**src/rtl/align_buffer.sv**
```systemverilog
// Align buffer between fetch and decode: a circular halfword queue fed by fetch blocks,
// split into RVC and 32-bit instructions and presented as up to ISSUE_WIDTH slots per cycle.

package align_buffer_pkg;
  typedef struct packed {
    logic       valid;
    logic [3:0] cause;
  } except_t;
endpackage

module align_buffer
  import align_buffer_pkg::*;
#(
  parameter int FETCH_HALVES = 4,
  parameter int ISSUE_WIDTH  = 2,
  parameter int BUF_HALVES   = 8
) (
  input  logic                         i_clk,
  input  logic                         i_rst,
  input  logic                         i_flush,
  input  logic                         i_valid,
  input  logic [31:0]                  i_pc,
  input  logic [16*FETCH_HALVES-1:0]   i_data,
  input  except_t                      i_except,
  output logic                         o_ready,
  output logic [ISSUE_WIDTH-1:0]       o_valid,
  output logic [32*ISSUE_WIDTH-1:0]    o_pc,
  output logic [32*ISSUE_WIDTH-1:0]    o_instr,
  output logic [ISSUE_WIDTH-1:0]       o_short,
  output except_t [ISSUE_WIDTH-1:0]    o_except,
  input  logic                         i_ready
);

  localparam int AW = $clog2(BUF_HALVES);
  localparam int CW = AW + 1;
  localparam int FL = $clog2(FETCH_HALVES);
  localparam logic [31:0] NOP_INSTR = 32'h0000_0013;

  logic [15:0]   half_q [BUF_HALVES];
  logic [31:0]   pc_q   [BUF_HALVES];
  except_t       exc_q  [BUF_HALVES];

  logic [AW-1:0] head_q, head_d;
  logic [AW-1:0] tail_q, tail_d;
  logic [CW-1:0] count_q, count_d;

  logic [FL-1:0] startIdx;
  logic [31:0]   pcBase;
  logic [CW-1:0] appended;
  logic [CW-1:0] consumed;
  logic          doEnq;
  logic          doDeq;
  logic          unusedPcBit;
  logic [AW-1:0] wrIdx [FETCH_HALVES];

  logic [CW-1:0] off;
  logic [CW-1:0] remaining;
  logic [AW-1:0] rdIdx;
  logic [AW-1:0] rdIdxNext;
  logic          stop;

  assign startIdx    = i_pc[FL:1];
  assign pcBase      = {i_pc[31:FL+1], {(FL+1){1'b0}}};
  assign appended    = CW'(FETCH_HALVES) - CW'(startIdx);
  assign unusedPcBit = i_pc[0];

  // Free space comes from the registered count only, so a same-cycle drain never opens room.
  assign o_ready = (CW'(BUF_HALVES) - count_q) >= CW'(FETCH_HALVES);
  assign doEnq   = i_valid & o_ready & ~i_rst & ~i_flush;
  assign doDeq   = i_ready & o_valid[0];

  always_comb begin
    for (int j = 0; j < FETCH_HALVES; j++) begin
      wrIdx[j] = tail_q + AW'(j) - AW'(startIdx);
    end
  end

  always_ff @(posedge i_clk) begin
    if (doEnq) begin
      for (int j = 0; j < FETCH_HALVES; j++) begin
        if (j >= int'(startIdx)) begin
          half_q[wrIdx[j]] <= i_data[16*j +: 16];
          pc_q[wrIdx[j]]   <= pcBase + 32'(2*j);
          exc_q[wrIdx[j]]  <= i_except;
        end
      end
    end
  end

  // Walk the queue from head; a faulting half is always issued alone so the fault is not held back.
  always_comb begin
    o_valid   = '0;
    o_pc      = '0;
    o_short   = '0;
    o_except  = '0;
    for (int k = 0; k < ISSUE_WIDTH; k++) begin
      o_instr[32*k +: 32] = NOP_INSTR;
    end
    off       = '0;
    remaining = '0;
    rdIdx     = '0;
    rdIdxNext = '0;
    stop      = 1'b0;
    for (int k = 0; k < ISSUE_WIDTH; k++) begin
      remaining = count_q - off;
      rdIdx     = head_q + off[AW-1:0];
      rdIdxNext = rdIdx + AW'(1);
      if (!stop) begin
        if (remaining == '0) begin
          stop = 1'b1;
        end else if (exc_q[rdIdx].valid || half_q[rdIdx][1:0] != 2'b11) begin
          o_valid[k]          = 1'b1;
          o_pc[32*k +: 32]    = pc_q[rdIdx];
          o_instr[32*k +: 32] = {16'h0000, half_q[rdIdx]};
          o_short[k]          = 1'b1;
          o_except[k]         = exc_q[rdIdx];
          off                 = off + CW'(1);
        end else if (remaining >= CW'(2)) begin
          o_valid[k]          = 1'b1;
          o_pc[32*k +: 32]    = pc_q[rdIdx];
          o_instr[32*k +: 32] = {half_q[rdIdxNext], half_q[rdIdx]};
          o_short[k]          = 1'b0;
          o_except[k]         = exc_q[rdIdxNext];
          off                 = off + CW'(2);
        end else begin
          stop = 1'b1;
        end
      end
    end
    consumed = off;
  end

  always_comb begin
    head_d  = head_q;
    tail_d  = tail_q;
    count_d = count_q;
    if (doDeq) begin
      head_d = head_q + consumed[AW-1:0];
    end
    if (doEnq) begin
      tail_d = tail_q + appended[AW-1:0];
    end
    count_d = count_q - (doDeq ? consumed : '0) + (doEnq ? appended : '0);
    // A redirect drops everything, including a lone long low half waiting for its partner.
    if (i_flush) begin
      head_d  = '0;
      tail_d  = '0;
      count_d = '0;
    end
  end

  always_ff @(posedge i_clk) begin
    if (i_rst) begin
      head_q  <= '0;
      tail_q  <= '0;
      count_q <= '0;
    end else begin
      head_q  <= head_d;
      tail_q  <= tail_d;
      count_q <= count_d;
    end
  end

`ifndef SYNTHESIS
  property heldBlockStable;
    @(posedge i_clk) disable iff (i_rst)
      (i_valid && $past(i_valid) && !$past(o_ready) && !$past(i_flush) && !$past(i_rst))
        |-> (i_pc == $past(i_pc) && i_data == $past(i_data));
  endproperty
  assert property (heldBlockStable);

  assert property (@(posedge i_clk) disable iff (i_rst) count_q <= CW'(BUF_HALVES));
`endif

endmodule

```
**config.mk**
```make
export PLATFORM = sky130hd
export DESIGN_NAME = align_buffer
export DESIGN_NICKNAME = d
export VERILOG_FILES = /design/src/rtl/align_buffer.sv
export SDC_FILE = /design/constraint.sdc
export NUM_CORES = 1
export LEC_CHECK = 0
export CORE_MARGIN = 1.5
export CORE_UTILIZATION = 51
export DETAILED_ROUTE_END_ITERATION = 10
export DONT_BUFFER_PORTS = 1
export GPL_TIMING_DRIVEN = 0
export PLACE_DENSITY = 0.7
export SYNTH_ARGS = -nofsm -noshare
export SYNTH_HDL_FRONTEND = slang
export SYNTH_SLANG_ARGS = --single-unit
```
**constraint.sdc**
```tcl
create_clock -name i_clk -period 6.1 [get_ports i_clk]
set_input_delay 1.22 -clock i_clk [delete_from_list [all_inputs] [get_ports i_clk]]
set_output_delay 1.22 -clock i_clk [all_outputs]
set_load 0.05 [all_outputs]
```
[After elaboration in Yosys (flattened, before gate mapping)]
Memory sizes are Yosys's and may differ from the RTL's. A register that Yosys moved wholly into a read port is not among the register bits.
Cells that the tools add are included.
Operators by class
  $add $sub $neg: 22
  order comparisons: 6
  equal/unequal tests: 2
  muxes and demuxes: 62
  bitwise logic cells: 6
  reduce and logical (&&, ||, !) cells: 5
Operators with widths (number)
  $mux W32: 14
  $add A32 B3 Y32 const B: 2
  $mux W5: 7
  $add A32 B2 Y32 const B: 1
  $mux W1: 26
  $mux W4: 6
  $mux W3: 6
  $sub A3 B2 Y3: 4
  $add A3 B1 Y3 const B: 3
  $add A3 B3 Y3: 3
  $ge A4 B2 Y1 const B: 2
  $logic_not A4 Y1: 2
  $sub A4 B4 Y4: 2
  $add A3 B2 Y3 const B: 2
  $mux W2: 3
  $add A4 B1 Y4 const B: 1
  $add A4 B2 Y4 const B: 1
  $add A4 B4 Y4: 1
  $and A1 B1 Y1: 4
  $ge A1 B2 Y1 const A: 2
  $ge A4 B3 Y1 const B: 1
  $ne A2 B2 Y1 const B: 2
  $sub A3 B2 Y4 const A: 1
  $sub A4 B4 Y4 const A: 1
  other kinds (4): 6
Word-level totals
  register bits after elaboration: 10
  RAM bits: 424
  output and inout bits: 143
  memories kept: 3
Memory list
  pc_q: depth 8, width 32, read ports 2, clocked after Yosys merged registers in 1, write ports 4, line 40  | logic [31:0] pc_q [BUF_HALVES];
  half_q: depth 8, width 16, read ports 4, clocked after Yosys merged registers in 1, write ports 4, line 39  | logic [15:0] half_q [BUF_HALVES];
  exc_q: depth 8, width 5, read ports 4, clocked after Yosys merged registers in 1, write ports 4, line 41  | except_t exc_q [BUF_HALVES];

[Logic depth before layout (Yosys ltp)]
An unclocked memory read counts as a cell.
  depth in word-level cells: 14
  gate-level depth with buffers: 26
  mapped depth without buffers: 22

[Worst setup path after synthesis]
OpenSTA, ideal clock, no wires.
  kind: reg-to-output
  start: reg with a tool-made name
  end: out o_instr[53]
  arrival: 5903 ps
  required time: 4880 ps
  slack: -1023 ps
  stages on the path, launching flop included: 22
  buffers on the path: 8
  cell sequence: dfxtp_1 -> buf_2 -> buf_6 -> mux4_2 -> nand3_2 -> a21oi_2 -> nand2b_1 -> inv_1 -> ha_1 -> inv_1 -> fa_1 -> clkbuf_1 -> buf_2 -> buf_2 -> buf_1 -> inv_1 -> ha_1 -> clkbuf_1 -> clkbuf_1 -> mux4_2 -> nand2_1 -> a21oi_1
RTL lines
  to (decl): line 28  | output logic [32*ISSUE_WIDTH-1:0] o_instr,

==> flow_metrics.py <==
metrics = {
    "setup_path": {
        "crit_slowest_cell": "fa_2",
        "critPathKind": "flip-flop to output pin",
        "path_buf_inv": 5,
        "crit_chain": "mux4_2 > mux2_4 > a21oi_4 > nand2b_4 > clkinvlp_4 > ha_4 > inv_2 > fa_2 > buf_12 > mux4_2 > and4bb_1 > or2_4 > o21ai_4 > buf_12 > nand2_8 > buf_16 > a21oi_4",
        "critPathTopFamily": "multiplexers",
        "critical_path.max_stage_delay_ns": 0.50,
        "path_max_fanout": 7,
        "worstPathArrival_ns": 5.37,
        "cp-end-kind": "output pin",
        "worstPathRequired_ns": 4.88,
        "regToRegSetupSlack_ns": 0.17,
        "start_kind": "flip-flop",
    },
    "worst_hold_path": {
        "worstHoldPathType": "flip-flop to flip-flop",
    },
    "cts": {
        "tritoncts": "built",
        "htreeDepth": 2,
        "cts.sink_count": 429,
        "cts_root_buffer": "clkbuf_16",
        "ctsHoldBuffers": 0,
        "clk_pin_slew_worst_paths_ns": 0.06,
        "clock_latency_ns": 0.61,
        "clockBufferDepth": 3,
        "cts_made_buffers": 49,
    },
    "floorplanning": {
        "num_io_pins": 249,
        "rows": 84,
        "core_area_sq_um": 52300,
        "die_w_microns": 233,
        "die_y_microns": 233,
        "dieArea_sq_um": 54200,
        "initial_core_util_pct": 51.4,
    },
    "yosys": {
        "synth_edf_count": 400,
        "yosys_warnings": 0,
        "synth_top_flop_cell": "edfxtp_1",
        "ys_seq_area_share_pct": 46.8,
        "synth_cell_type_count": 69,
        "syn_area_sq_um": 26900,
        "synth_cells": 2119,
        "synthArstFlopShare_pct": 0,
        "syn_area_per_cell_sq_um": 12.7,
        "ys_seq_elements": 429,
    },
    "cells_and_area": {
        "final_nets": 2360,
        "final_common_cell": "edfxtp_1",
        "final_cell_mix": "edfxtp_1 (400), nand2_1 (320), mux4_2 (292), nor2_1 (189)",
        "regArea_sq_um": 12600,
        "area_growth_pct": 17.2,
        "drive_gt1_share_pct": 32.4,
        "fin_util_pct": 60.3,
        "fillCellCount": 3939,
        "multiInputGateArea_sq_um": 14300,
    },
    "sta": {
        "setup_ws_ns": -0.494,
        "finClkSkew_ns": 0.0126,
        "hold_viol": 0,
        "finalSetupViolCount": 68,
        "fin_setup_tns_ns": -27.44,
        "rsz0062_at_grt": "yes",
        "min_period_ns": 6.59,
        "final_max_slew_viol_count": 0,
        "relSlewSlack_pct": 4.12,
        "fmaxAchievable_ghz": 0.152,
        "worstMarginPinSlew_ns": 1.44,
        "finalCritPeriodShare_pct": 108,
    },
    "routing": {
        "routed_wl_microns": 99400,
        "viasPerCell": 7.23,
        "vias": 21300,
        "drtAntennaViolNets": 0,
        "wl_per_cell_microns": 33.7,
        "drc": 0,
        "dr.pass1.iters": 6,
        "drt_iter0_drc": 3354,
    },
    "pwr": {
        "power_leakage_uw": 0.0102,
        "p_per_area_nw_per_um2": 303,
        "peakVddDrop_v": 0.000209,
    },
    "global_route": {
        "grt_overflow": 0,
        "grt_pass1_vias": 20400,
        "grt_max_degree": 45,
        "grt_usage_pct": 36.3,
        "antenna_found_initial": 4,
        "grt_pass1_wl_microns": 142000,
    },
    "place": {
        "globalplace.congestion": 1.02,
        "dpl.hpwl_microns": 68900,
        "io_buffers": 0,
        "place_ws_ns": -2.06,
    },
    "run": {
        "drv_cap": 0,
    },
    "run_status": {
        "status": "complete, but fails checks",
        "violations": "setup timing",
    },
}
[cell families (layout without fill, tap and decap cells)]
logic type / after synthesis / after routing / synth area share (%)
AO/OA/AOI/OAI: 392 / 392 / 9.51
buffers and inverters: 254 / 396 / 4.33
other: 1 / 4 / 0.0139
adder cells (fa/ha/maj): 31 / 31 / 1.66
AND/OR/NAND/NOR: 642 / 643 / 10.3
multiplexers: 353 / 353 / 26.7
XOR/XNOR: 17 / 17 / 0.716
flip-flops: 429 / 429 / 46.8
[cell type report]
cell class | instances | share of cell area (%)
Multi-Input combinational cell | 1438 | 45.2
Clock buffer | 55 | 3.96
Clock inverter | 36 | 1.21
Inverter | 29 | 0.400
Sequential cell | 429 | 39.9
Buffer | 222 | 4.24
Antenna cell | 2 | 0.0159
Tap cell | 688 | 2.73
Timing Repair Buffer | 54 | 2.32
[per-stage QoR]
| step | power (uW) | hold slack (ns) | cells | area, sq um |
|---|---|---|---|---|
| after floorplan | 5450 | 0.450 | 2120 | 27200 |
| after global placement | 6020 | 0.481 | 2808 | 28000 |
| after detailed placement | 6070 | 0.487 | 2816 | 28300 |
| after CTS | 9450 | 0.502 | 2933 | 31300 |
| after global routing | 9800 | 0.525 | 2952 | 31600 |
| final | 9580 | 0.517 | 2953 | 31600 |
[flip-flops by register name (all words and copies together), names as in the netlist, named ones only]
register  count
pc_q        248
half_q      128
exc_q        40
count_q       4
head_q        3
tail_q        3
[synthesized netlist by cell type (7+ instances only)]
| master | count | area, sq um |
|---|---|---|
| nand2_1 | 355 | 1330 |
| fa_1 | 8 | 160 |
| buf_1 | 36 | 135 |
| nor2_1 | 194 | 728 |
| buf_4 | 13 | 97.6 |
| nor2_4 | 8 | 90.1 |
| clkbuf_2 | 12 | 60.1 |
| nor3_2 | 7 | 70.1 |
| a31oi_1 | 128 | 801 |
| xnor2_1 | 9 | 78.8 |
| o21ai_0 | 9 | 45.0 |
| a22oi_1 | 128 | 961 |
| ha_1 | 23 | 288 |
| mux2i_1 | 60 | 601 |
| buf_2 | 85 | 425 |
| inv_1 | 28 | 105 |
| mux4_2 | 291 | 6550 |
| a21oi_1 | 96 | 480 |
| clkbuf_1 | 74 | 278 |
| dfxtp_1 | 29 | 581 |
| nand3_1 | 29 | 145 |
| edfxtp_1 | 400 | 12000 |
[worst register-to-register path: stages, from the launching register on]
cell,delay (ns)
edfxtp_1,0.43
mux4_2,0.49
mux2_4,0.32
a21oi_4,0.13
nand2b_4,0.16
clkinvlp_4,0.31
ha_4,0.29
inv_2,0.05
fa_2,0.50
buf_12,0.18
mux4_2,0.31
and4bb_1,0.25
or2_4,0.27
buf_4,0.15
buf_6,0.15
a21oi_2,0.13
mux2i_1,0.30
and2_1,0.23
ha_1,0.24
inv_1,0.05
ha_1,0.16
inv_1,0.07
fa_1,0.43
xor2_1,0.16
nor2_1,0.05
[routing by layer]
metal	routed length [microns]	global-route usage, %	part of all wire [%]	vias to the layer above
met2	46100	56.5	46	1793
met4	5190	16.2	5.2	4
met1	35500	48.3	36	10700
met3	12600	9.33	13	314
met5	26	0	0.026	-
li1	-	-	-	8526
[power by group]
group	internal, uW	switching, uW	total, uW	leakage [uW]
Sequential	3400	137	3530	0.00386
Clock	1710	1290	3000	0.000782
Combinational	1140	1910	3050	0.00555
[final timing paths]
| check | startpoint | end | cells after the start |
|---|---|---|---|
| worst min-delay path | pc_q[3][1] | pc_q[3][1] | 2 |
| worst min register to register | pc_q[3][1] | pc_q[3][1] | 2 |
| worst max register to register | exc_q[6][4] | count_q[2] | 24 |
| worst max-delay path | exc_q[6][4] | o_pc[34] | 17 |
[what timing repair did]
| action | 4_1_cts | 5_1_grt |
|---|---|---|
| gates cloned | 7 | 1 |
| hold endpoints to repair | 0 | 0 |
| pin swaps | 30 | 24 |
| setup endpoints to repair | 78 | 71 |
| buffers inserted | 21 | 19 |
| gates resized for setup | 217 | 26 |
No activity file was read; power rests on OpenSTA's default activity.
